$ cat config.mk
export PLATFORM = sky130hd
export DESIGN_NAME = alu_mdu
export DESIGN_NICKNAME = d
export VERILOG_FILES = /design/src/rtl/alu_mdu.sv
export SDC_FILE = /design/constraint.sdc
export NUM_CORES = 1
export LEC_CHECK = 0
export ABC_CLOCK_PERIOD_IN_PS = 6300
export CORE_AREA = 4 4 208 210
export CTS_BUF_LIST = sky130_fd_sc_hd__clkbuf_4 sky130_fd_sc_hd__clkbuf_8
export DETAILED_ROUTE_END_ITERATION = 10
export DIE_AREA = 0 0 212 214
export SLEW_MARGIN = 20
export SYNTH_ARGS = -nofsm -noshare
export SYNTH_HDL_FRONTEND = slang
export SYNTH_SLANG_ARGS = --single-unit
export TNS_END_PERCENT = 10
$ cat constraint.sdc
create_clock -name clk_i -period 6.3 [get_ports clk_i]
set_clock_uncertainty 0.2 [all_clocks]
set_input_delay 0.63 -clock clk_i [delete_from_list [all_inputs] [get_ports clk_i]]
set_output_delay 0.63 -clock clk_i [all_outputs]
set_load 0.02 [all_outputs]
$ cat src/rtl/alu_mdu.sv
// Registered ALU with an iterative shift-add multiplier and restoring divider.
// Single-cycle ops finish the cycle after start; mul/divu/remu take WIDTH iterations.
module alu_mdu #(
    parameter int WIDTH = 32
) (
    input  logic             clk_i,
    input  logic             rst_i,
    input  logic             start_i,
    input  logic [2:0]       ALUCtrl_i,
    input  logic [WIDTH-1:0] data1_i,
    input  logic [WIDTH-1:0] data2_i,
    output logic             busy_o,
    output logic             done_o,
    output logic [WIDTH-1:0] data_o,
    output logic             Zero_o,
    output logic             divzero_o
);

    // Handshake: start_i is accepted on a rising edge whenever busy_o is low
    // (IDLE or DONE); done_o pulses for one cycle when data_o is updated.
    localparam int CW = $clog2(WIDTH + 1);

    localparam logic [2:0] OP_AND  = 3'b000;
    localparam logic [2:0] OP_OR   = 3'b001;
    localparam logic [2:0] OP_ADD  = 3'b010;
    localparam logic [2:0] OP_SUB  = 3'b011;
    localparam logic [2:0] OP_MUL  = 3'b100;
    localparam logic [2:0] OP_DIVU = 3'b101;
    localparam logic [2:0] OP_REMU = 3'b110;
    localparam logic [2:0] OP_SLT  = 3'b111;

    typedef enum logic [1:0] {
        IDLE = 2'd0,
        CALC = 2'd1,
        DONE = 2'd2
    } state_t;

    state_t           state;
    logic [2:0]       op_q;
    logic [WIDTH-1:0] a_q;    // multiplicand (mul) or dividend/quotient shift register (div)
    logic [WIDTH-1:0] b_q;    // multiplier (mul) or divisor (div)
    logic [WIDTH-1:0] acc_q;  // product accumulator (mul) or partial remainder (div)
    logic [CW-1:0]    cnt_q;

    logic [WIDTH-1:0] alu_res;
    logic             is_iter;
    logic [WIDTH-1:0] mul_acc_next;
    logic [WIDTH:0]   div_tmp;
    logic [WIDTH:0]   div_diff;
    logic             div_ge;
    logic [WIDTH-1:0] div_rem_next;
    logic [WIDTH-1:0] div_quo_next;
    logic [WIDTH-1:0] iter_res;

    always_comb begin
        alu_res = '0;
        case (ALUCtrl_i)
            OP_AND:  alu_res = data1_i & data2_i;
            OP_OR:   alu_res = data1_i | data2_i;
            OP_ADD:  alu_res = data1_i + data2_i;
            OP_SUB:  alu_res = data1_i - data2_i;
            OP_SLT:  alu_res = {{(WIDTH-1){1'b0}}, ($signed(data1_i) < $signed(data2_i))};
            default: alu_res = '0;
        endcase
        is_iter = (ALUCtrl_i == OP_MUL) || (ALUCtrl_i == OP_DIVU) || (ALUCtrl_i == OP_REMU);
    end

    // One iteration of each engine; a zero divisor falls out naturally as
    // an all-ones quotient with the dividend left as the remainder.
    always_comb begin
        mul_acc_next = b_q[0] ? (acc_q + a_q) : acc_q;
        div_tmp      = {acc_q, a_q[WIDTH-1]};
        div_diff     = div_tmp - {1'b0, b_q};
        div_ge       = (div_tmp >= {1'b0, b_q});
        div_rem_next = div_ge ? div_diff[WIDTH-1:0] : div_tmp[WIDTH-1:0];
        div_quo_next = {a_q[WIDTH-2:0], div_ge};
        iter_res     = div_rem_next;
        if (op_q == OP_MUL) begin
            iter_res = mul_acc_next;
        end else if (op_q == OP_DIVU) begin
            iter_res = div_quo_next;
        end
    end

    always_ff @(posedge clk_i) begin
        if (rst_i) begin
            state     <= IDLE;
            op_q      <= '0;
            a_q       <= '0;
            b_q       <= '0;
            acc_q     <= '0;
            cnt_q     <= '0;
            busy_o    <= 1'b0;
            done_o    <= 1'b0;
            data_o    <= '0;
            Zero_o    <= 1'b1;
            divzero_o <= 1'b0;
        end else begin
            done_o <= 1'b0;
            case (state)
                IDLE, DONE: begin
                    if (start_i) begin
                        if (is_iter) begin
                            op_q   <= ALUCtrl_i;
                            a_q    <= data1_i;
                            b_q    <= data2_i;
                            acc_q  <= '0;
                            cnt_q  <= CW'(WIDTH);
                            busy_o <= 1'b1;
                            state  <= CALC;
                        end else begin
                            data_o    <= alu_res;
                            Zero_o    <= (alu_res == '0);
                            divzero_o <= 1'b0;
                            done_o    <= 1'b1;
                            state     <= DONE;
                        end
                    end else begin
                        state <= IDLE;
                    end
                end
                CALC: begin
                    cnt_q <= cnt_q - CW'(1);
                    if (op_q == OP_MUL) begin
                        acc_q <= mul_acc_next;
                        a_q   <= a_q << 1;
                        b_q   <= b_q >> 1;
                    end else begin
                        acc_q <= div_rem_next;
                        a_q   <= div_quo_next;
                    end
                    if (cnt_q == CW'(1)) begin
                        data_o    <= iter_res;
                        Zero_o    <= (iter_res == '0);
                        divzero_o <= (op_q != OP_MUL) && (b_q == '0);
                        busy_o    <= 1'b0;
                        done_o    <= 1'b1;
                        state     <= DONE;
                    end
                end
                default: state <= IDLE;
            endcase
        end
    end

endmodule

==> Word level (Yosys, flattened, before mapping) <==
Index checks and enable logic that the tools add are counted.
{ "classes": {"n_lt_le_gt_ge": 2, "n_addsub": 5, "eq_ne": 18, "n_reduce_logical": 15, "n_mux": 44, "bitwise_logic": 2} }
{ "ops": {"columns": ["cell", "count"], "rows": [
  ["two-way mux 32 bit", 15],
  ["one-hot mux 32 bit (2 select lines)", 4],
  ["one-hot mux 32 bit (5 select lines)", 1],
  ["zero test 32 bit", 3],
  ["adder 32 bit", 2],
  ["subtractor 32 bit", 2],
  ["greater-or-equal comparator 33 x 32 -> 1 bit", 1],
  ["bitwise AND 32 bit", 1],
  ["less-than comparator 32 bit", 1],
  ["bitwise OR 32 bit", 1],
  ["equality test 3 bit, second input constant", 6],
  ["two-way mux 1 bit", 13],
  ["two-way mux 6 bit", 2],
  ["one-hot mux 6 bit (2 select lines)", 1],
  ["AND reduction 4 bit", 3],
  ["!= test 2 bit, second input constant", 5],
  ["one-hot mux 1 bit (2 select lines)", 4],
  ["equality test 3 x 2 -> 1 bit, second input constant", 2],
  ["equality test 6 x 1 -> 1 bit, second input constant", 1],
  ["two-way mux 2 bit", 3],
  ["AND reduction 3 bit", 2],
  ["subtractor 6 x 1 -> 6 bit, second input constant", 1],
  ["one-hot mux 2 bit (2 select lines)", 1],
  ["equality test 3 x 1 -> 1 bit, second input constant", 1],
  ["other kinds (9)", 10]
]} }
{ "totals": {"elab_cells": 97, "register_bits": 143} }

==> Depth between registers and ports, before layout <==
Gate-level depths: netlist (run 1).
{ "depth": {"word_depth": 7, "depth_mapped": 18, "mapped_depth_nobuf": 16} }

==> Worst setup path after synthesis (run 1) <==
No wires, ideal clock.
{ "synth_timing": {"kind": "input -> register", "start": "input port data1_i[0]", "end": "register Zero_o", "arrival_ns": 3.526, "stages": 15, "n_path_buf": 0, "path_slack_ns": 2.516, "setup_ns": 0.057, "required_ns": 6.043, "cell_sequence": "inv_1 > ha_1 > fa_1 > nor2_2 > o311ai_2 > a311oi_2 > a22oi_1 > o21a_1 > o311ai_0 > a31oi_1 > xnor2_1 > a2111oi_4 > nand4_1 > o41ai_2 > a21o_1"} }
{ "synth_between": {"elab_chain_len": 6, "word_cells_on_any_way": 10, "cone_classes": "add/sub (2); order compare (1); mux (4); bitwise (2); reduce/logical (1)"} }
{ "synth_lines": {"columns": ["element", "line_no", "source"], "rows": [
  ["start, declared", "10", "input logic [WIDTH-1:0] data1_i,"],
  ["subtractor 32 bit, or another cell as far along", "61", "OP_SUB: alu_res = data1_i - data2_i;"],
  ["one-hot mux 32 bit (5 select lines) *", "57", "case (ALUCtrl_i)"],
  ["zero test 32 bit *", "113", "Zero_o <= (alu_res == '0);"],
  ["two-way mux 1 bit *", "103", "if (is_iter) begin"],
  ["two-way mux 1 bit *", "102", "if (start_i) begin"],
  ["one-hot mux 1 bit (2 select lines) *", "100", "case (state)"],
  ["end signal, assigned", "113", null],
  ["end signal, assigned", "134", "Zero_o <= (iter_res == '0);"],
  ["end, declared", "15", "output logic Zero_o,"]
]} }
Mark *: on every way between the ends. The rest lies on a longest branch, timed or not. The select of a mux whose other input is x is not followed.
A chain may end at the register's enable or synchronous reset.

==> Worst setup path after layout (run 1) <==
{ "layout_timing": {"start": "register b_q[16]", "end": "register Zero_o"} }
{ "layout_between": {"elab_chain_len": 7, "word_cells_on_any_way": 8, "cone_classes": "add/sub (1); order compare (1); mux (5); reduce/logical (1)"} }
{ "layout_lines": {"columns": ["element", "line_no", "source"], "rows": [
  ["start, declared", "41", "logic [WIDTH-1:0] b_q;"],
  ["start signal, assigned", "106", "b_q <= data2_i;"],
  ["start signal, assigned", "127", "b_q <= b_q >> 1;"],
  ["subtractor 32 bit or greater-or-equal comparator 33 x 32 -> 1 bit (tied branches)", "73, 74", null],
  ["two-way mux 32 bit", "75", "div_rem_next = div_ge ? div_diff[WIDTH-1:0] : div_tmp[WIDTH-1:0];"],
  ["two-way mux 32 bit *", "80", "end else if (op_q == OP_DIVU) begin"],
  ["two-way mux 32 bit *", "78", "if (op_q == OP_MUL) begin"],
  ["zero test 32 bit *", "134", null],
  ["two-way mux 1 bit *", "132", "if (cnt_q == CW'(1)) begin"],
  ["one-hot mux 1 bit (2 select lines) *", "100", null]
]} }
Marks and branches as above.

==> results.tsv, run 1 <==
stage	metric	value	unit
route	drtIter0Drc	2193	
floorplanning	start_util	39.4	%
clock_tree	cts_sinks	143	
sta	tightest_slew	1.14	ns
route	viasPerCell	6.29	
logic_synthesis	synthTopCellsByCount	nand2_1 (270), nor2_1 (250), a21oi_1 (241)	
floorplanning	die_h	214	um
grt	grt_pass1_wl	104000	um
logic_synthesis	synthArstFlopShare	0	%
clock_tree	worstSkewPairLatency	0.49	ns
placed_design	dpl_cell_area	17700	um2
worst_setup_path	path_max_fanout	22	
min_path	hp-class	reg -> reg	
clock_tree	cts_setup_buffers	0	
floorplanning	rows	75	
logic_synthesis	seq_area_frac_synth	17.5	%
grt	grtUsageTotal	29.2	%
sta	max_freq	206	MHz
worst_setup_path	endpoint	Zero_o$_SDFFE_PP1P_	
logic_synthesis	ys_types	104	
route	firstDrtPassIters	6	
placed_design	gp_congestion	1.01	
power	p_leak	7.40	nW
logic_synthesis	ys_ff_latch	143	
finish	area_delta_synth_final	10.8	%
floorplanning	die_x	212	um
worst_setup_path	r2r_slack	1.44	ns
finish	num_antenna_cells	0	
grt	overflow	0	
grt	grt_pass1_vias	16800	
clock_tree	cts_resized	0	
worst_setup_path	worstSetupEndpointType	flip-flop	
power	power	3.62	mW
worst_setup_path	required	6.54	ns
sta	min_period_over_period	77.1	%
floorplanning	fp.dieArea	45400	um2
flow_run	drv_cap	0	
floorplanning	pin_count	106	
grt	grt_max_degree	78	
finish	nets	2551	
logic_synthesis	yosysTopAreaCell	dfxtp_1	
logic_synthesis	ys_top_cells_by_area	dfxtp_1 (17%), ha_1 (13%), a21oi_1 (7.4%)	
clock_tree	cts_hold_buf	0	
route	dr_total_vias	18000	
power	vdd_drop_max	0.114	mV
clock_tree	numCtsBuffers	17	
route	routed_wl	69000	um
finish	design_area	18200	um2
worst_setup_path	reg2reg_to	Zero_o$_SDFFE_PP1P_	
sta	final.min_clock_period	4.86	ns
worst_setup_path	cp.arrival	5.10	ns
logic_synthesis	syn_area_per_cell	7.07	um2
sta	hold_viol_final	0	
clock_tree	htree_levels	4	
floorplanning	coreArea	41600	um2
grt	antenna_found_initial	0	
placed_design	port-buffer-count	105	
worst_setup_path	crit_type	reg -> reg	
route	drc	0	
logic_synthesis	synth_most_common_cell	nand2_1	
clock_tree	cts_root_buf	clkbuf_8	
placed_design	post-dp-hpwl	52700	um
worst_setup_path	ff2ff_path_depth	14	
outcome	status	finished clean	
worst_setup_path	crit_path_start_kind	flip-flop	
sta	rsz0062_at_grt	no	
worst_setup_path	timing.rr.start	b_q[16]$_SDFFE_PP0P_	
power	cellPowerDensity	200	nW/um2
sta	setup_violations	0	
logic_synthesis	syn_inst	2321	
logic_synthesis	syn_nets	2559	
logic_synthesis	synth_edf_count	0	
clock_tree	cts_buffer_depth	2	
finish	drive_gt1_share	6.15	%
finish	final_util	43.7	%
clock_tree	path_clk_slew	0.10	ns
worst_setup_path	startpoint	b_q[16]$_SDFFE_PP0P_	
sta	whs	0.280	ns
logic_synthesis	netlist.area_leader.share	17.5	%
logic_synthesis	syn_area	16400	um2
logic_synthesis	yosys_warnings	0	
sta	maxSlewViolCount	0	
logic_synthesis	synth_ff_type	dfxtp_1	
finish	fill_cells	4277	
route	ant_nets	0	
clock_tree	cts_tree	done	
sta	slew_headroom	24.2	%
sta	tns	0	ns
route	post_drt_wl_per_cell	24.1	um
[metal layers]
layer  global-route usage, %  part of all wire [%]
met2                    44.9                    44
met3                    4.17                   7.4
met5                       0                     0
met1                    43.0                    46
met4                    7.48                   2.5
[per-stage QoR]
stage / setup slack, ns / std cells
6_report: 1.44 / 2865
4_1_cts: 1.52 / 2864
3_3_place_gp: 1.09 / 2832
5_1_grt: 1.16 / 2865
2_1_floorplan: 2.52 / 2321
3_5_place_dp: 1.05 / 2832
[placed cells by master (no fill, tap or decap), types with 20 or more instances in the layout]
master and count:
a211oi_1 53, nand2b_1 21, inv_1 159, clkdlybuf4s50_1 103, a311oi_1 38, o211ai_1 24
nand4_1 26, buf_4 31, ha_1 164, a31oi_1 21, dfxtp_1 142, a22oi_1 39
nor2b_1 20, nor4_1 28, nand2_1 269, mux2i_1 45, nand3_1 44, xor2_1 21
nor2_1 249, o21ai_0 108, a21oi_1 240, xnor2_1 48, a21o_1 29, nor3_1 44
[worst max-delay path, cell delays in order, from the launching register on]
cell       delay [ns]
dfxtp_1          0.42
inv_1            0.11
ha_1             0.46
nand2_1          0.14
o21ai_0          0.31
o31ai_1          0.14
nand4b_1         0.24
o21ai_4          0.59
buf_4            0.35
mux2i_1          0.33
o221ai_1         0.22
a2111oi_1        0.41
nand4b_1         0.14
nor4_1           0.52
a21o_1           0.19
[sequential cells by signal, indices dropped and copies added, names as in the netlist, 2 cells and up]
name,flops
b_q,32
a_q,32
cnt_q,6
acc_q,32
state,2
op_q,3
data_o,32
[cell families after synthesis]
logic type,share of synthesized area [%]
and+or+nand+nor,22.3
DFF,17.5
adders and majority gates,13.0
xor gates and xnor gates,3.69
buffers and inverters,7.77
muxes,4.21
AOI/OAI and AO/OA,31.6
[worst min path at each step]
| stage | from | endpoint | slack (ns) | depth (start not counted) |
|---|---|---|---|---|
| floorplan | op_q[1]$_SDFFE_PP0P_ | op_q[1]$_SDFFE_PP0P_ | 0.24 | 2 |
| global placement | data_o[22]$_SDFFE_PP0P_ | data_o[22]$_SDFFE_PP0P_ | 0.25 | 2 |
| detailed placement | data_o[22]$_SDFFE_PP0P_ | data_o[22]$_SDFFE_PP0P_ | 0.26 | 2 |
| CTS | data_o[22]$_SDFFE_PP0P_ | data_o[22]$_SDFFE_PP0P_ | 0.28 | 2 |
| global route | data_o[22]$_SDFFE_PP0P_ | data_o[22]$_SDFFE_PP0P_ | 0.29 | 2 |
| finish | data_o[22]$_SDFFE_PP0P_ | data_o[22]$_SDFFE_PP0P_ | 0.28 | 2 |
[final cells by class]
cell class | instances | area (um2) | share of cell area [%]
inverters | 160 | 601 | 3.31
well taps | 539 | 674 | 3.71
clock inverters | 12 | 135 | 0.744
multi-input cells | 1855 | 12300 | 67.9
flip-flops and latches | 143 | 2860 | 15.8
clock buffers | 20 | 269 | 1.48
repair buffers | 136 | 1300 | 7.13
[power by group]
group | internal, mW | leakage [nW] | switching, mW
Sequential | 0.960 | 1.17 | 0.0757
Combinational | 0.648 | 6.04 | 1.15
Clock | 0.378 | 0.195 | 0.413
Note: power is estimated with default switching activity, not from simulation.
==> inputs of run 2 (changes only) <==
- ABC_CLOCK_PERIOD_IN_PS: 6300 -> 4900
- clock period: 6.3 -> 4.9 ns (I/O delays scaled with it)
==> results.tsv, run 2 (synthesis gave the netlist of run 1 again) <==
stage	metric	value	unit
sta	slew_headroom	37.8	%
placed_design	post-dp-hpwl	52800	um
worst_setup_path	critPathSlowestCell	a211oi_2	
grt	grtUsageTotal	28.9	%
route	firstDrtPassIters	8	
finish	drive_gt1_share	9.42	%
power	vdd_drop_max	0.164	mV
worst_setup_path	slowest_delay	0.42	ns
sta	tightest_slew	0.933	ns
power	cellPowerDensity	253	nW/um2
clock_tree	cts_buffer_depth	2	
route	dr.max_layer_used	met4	
worst_setup_path	worstSetupEndpointType	flip-flop	
sta	tns	0	ns
placed_design	gp_congestion	0.946	
worst_setup_path	cp_common_cell	inv_1	
clock_tree	cts_hold_buf	0	
worst_setup_path	crit_type	reg -> reg	
placed_design	dpl_cell_area	18400	um2
clock_tree	cts_resized	0	
finish	design_area	18800	um2
finish	final_common_cell	nand2_1	
route	wl_met3	4060	um
worst_setup_path	path_max_fanout	3	
clock_tree	cts_setup_buffers	0	
clock_tree	cts_root_buf	clkbuf_8	
sta	min_period_over_period	95.1	%
route	post_drt_wl_per_cell	22.9	um
outcome	status	finished clean	
route	routed_wl	67600	um
route	dr_total_vias	18100	
route	drtIter0Drc	2154	
sta	rsz0062_at_grt	no	
min_path	holdCritStartpoint	data_o[2]$_SDFFE_PP0P_	
floorplanning	coreArea	41600	um2
min_path	min_path_cells	2	
clock_tree	path_clk_slew	0.08	ns
finish	nets	2636	
min_path	hp-class	reg -> reg	
sta	maxSlewViolCount	0	
route	drc	0	
grt	grt_max_degree	130	
grt	grt_pass1_vias	17100	
placed_design	place_inst	2918	
worst_setup_path	startpoint	a_q[31]$_SDFFE_PP0P_	
route	met2WireLength	29800	um
sta	hold_viol_final	0	
clock_tree	numCtsBuffers	17	
finish	fill_cells	4333	
worst_setup_path	crit_path_start_kind	flip-flop	
route	ant_nets	0	
clock_tree	htree_levels	4	
grt	antenna_found_initial	0	
worst_setup_path	cp.depth	17	
worst_setup_path	cp.arrival	4.89	ns
sta	setup_violations	0	
worst_setup_path	critPathTopFamily	compound AO/OA/AOI/OAI gates	
finish	layout_common_cells	nand2_1 (269), nor2_1 (249), a21oi_1 (240), ha_1 (164), inv_1 (159)	
finish	fin_cells	2949	
floorplanning	pin_count	106	
placed_design	port-buffer-count	105	
grt	grt_pass1_wl	104000	um
power	p_leak	7.83	nW
clock_tree	cts_tree	done	
finish	num_antenna_cells	0	
floorplanning	rows	75	
floorplanning	start_util	39.4	%
floorplanning	fp.dieArea	45400	um2
sta	final.min_clock_period	4.66	ns
floorplanning	die_x	212	um
worst_setup_path	path_cells	inv_1, ha_1, inv_1, fa_1, a21oi_1, o21ai_0, a211oi_2, o311ai_0, xnor2_1, nor2b_1, a221o_1, a2111oi_0, and4bb_1, o2111ai_1, nor4_1, buf_4, a21o_1	
worst_setup_path	required	5.13	ns
clock_tree	worstSkewPairLatency	0.49	ns
sta	max_freq	215	MHz
worst_setup_path	timing.rr.start	a_q[31]$_SDFFE_PP0P_	
floorplanning	die_h	214	um
worst_setup_path	ff2ff_path_depth	17	
flow_run	drv_cap	0	
route	viasPerCell	6.15	
route	wl_met1	31800	um
finish	area_delta_synth_final	14.9	%
clock_tree	cts_sinks	143	
worst_setup_path	critPathBufInv	3	
grt	overflow	0	
==> run 2: path summary, 6_finish.rpt <==
| check | to | slack [ns] |
|---|---|---|
| setup reg to reg | Zero_o$_SDFFE_PP1P_ | 0.24 |
| hold reg to reg | data_o[2]$_SDFFE_PP0P_ | 0.26 |
| hold / removal | data_o[2]$_SDFFE_PP0P_ | 0.26 |
| setup / recovery | Zero_o$_SDFFE_PP1P_ | 0.24 |
==> run 2: worst reg2reg max path: stages (launching register included) <==
cell,delay [ns]
dfxtp_1,0.32
inv_1,0.22
ha_1,0.22
inv_1,0.05
fa_1,0.40
a21oi_1,0.21
o21ai_0,0.23
a211oi_2,0.42
o311ai_0,0.24
xnor2_1,0.21
nor2b_1,0.08
a221o_1,0.39
a2111oi_0,0.37
and4bb_1,0.35
o2111ai_1,0.14
nor4_1,0.25
buf_4,0.19
a21o_1,0.11
==> run 2: cell type report <==
cell class	count	area (um2)	area share (%)
timing repair buffer	221	1980	10.5
clock buffer	23	304	1.61
sequential	143	2860	15.2
multi-input combinational	1855	12300	65.4
tap	539	674	3.58
clock inverter	8	105	0.558
inverter	160	601	3.19
==> run 2: power breakdown <==
part | total [mW] | switching, mW | internal, mW | leakage, nW
Combinational | 2.44 | 1.49 | 0.947 | 6.46
Sequential | 1.32 | 0.0892 | 1.23 | 1.17
Clock | 1.01 | 0.492 | 0.516 | 0.201
==> run 2: through the flow <==
stage / utilization [%] / setup slack, ns / hold WS [ns] / total power [mW]
2_1_floorplan: - / 1.26 / 0.245 / 2.84
3_3_place_gp: 44.4 / 0.201 / 0.248 / 3.71
3_5_place_dp: 44.4 / 0.108 / 0.248 / 3.72
4_1_cts: 45.3 / 0.312 / 0.259 / 4.73
5_1_grt: 45.3 / 0.0130 / 0.287 / 5.02
6_report: 45.3 / 0.241 / 0.263 / 4.77
==> run 2: metal layers <==
metal / up-vias / GRT usage (%)
met4: 0 / 8.45
met1: 8797 / 42.5
met2: 686 / 44.3
met5: - / 0
met3: 88 / 3.22
li1: 8569 / -
==> inputs of run 3 (changes only) <==
- CTS_CLUSTER_DIAMETER: not set -> 150
==> results of run 3 <==
Final layout, timing and power as in run 2 (identical DEF).
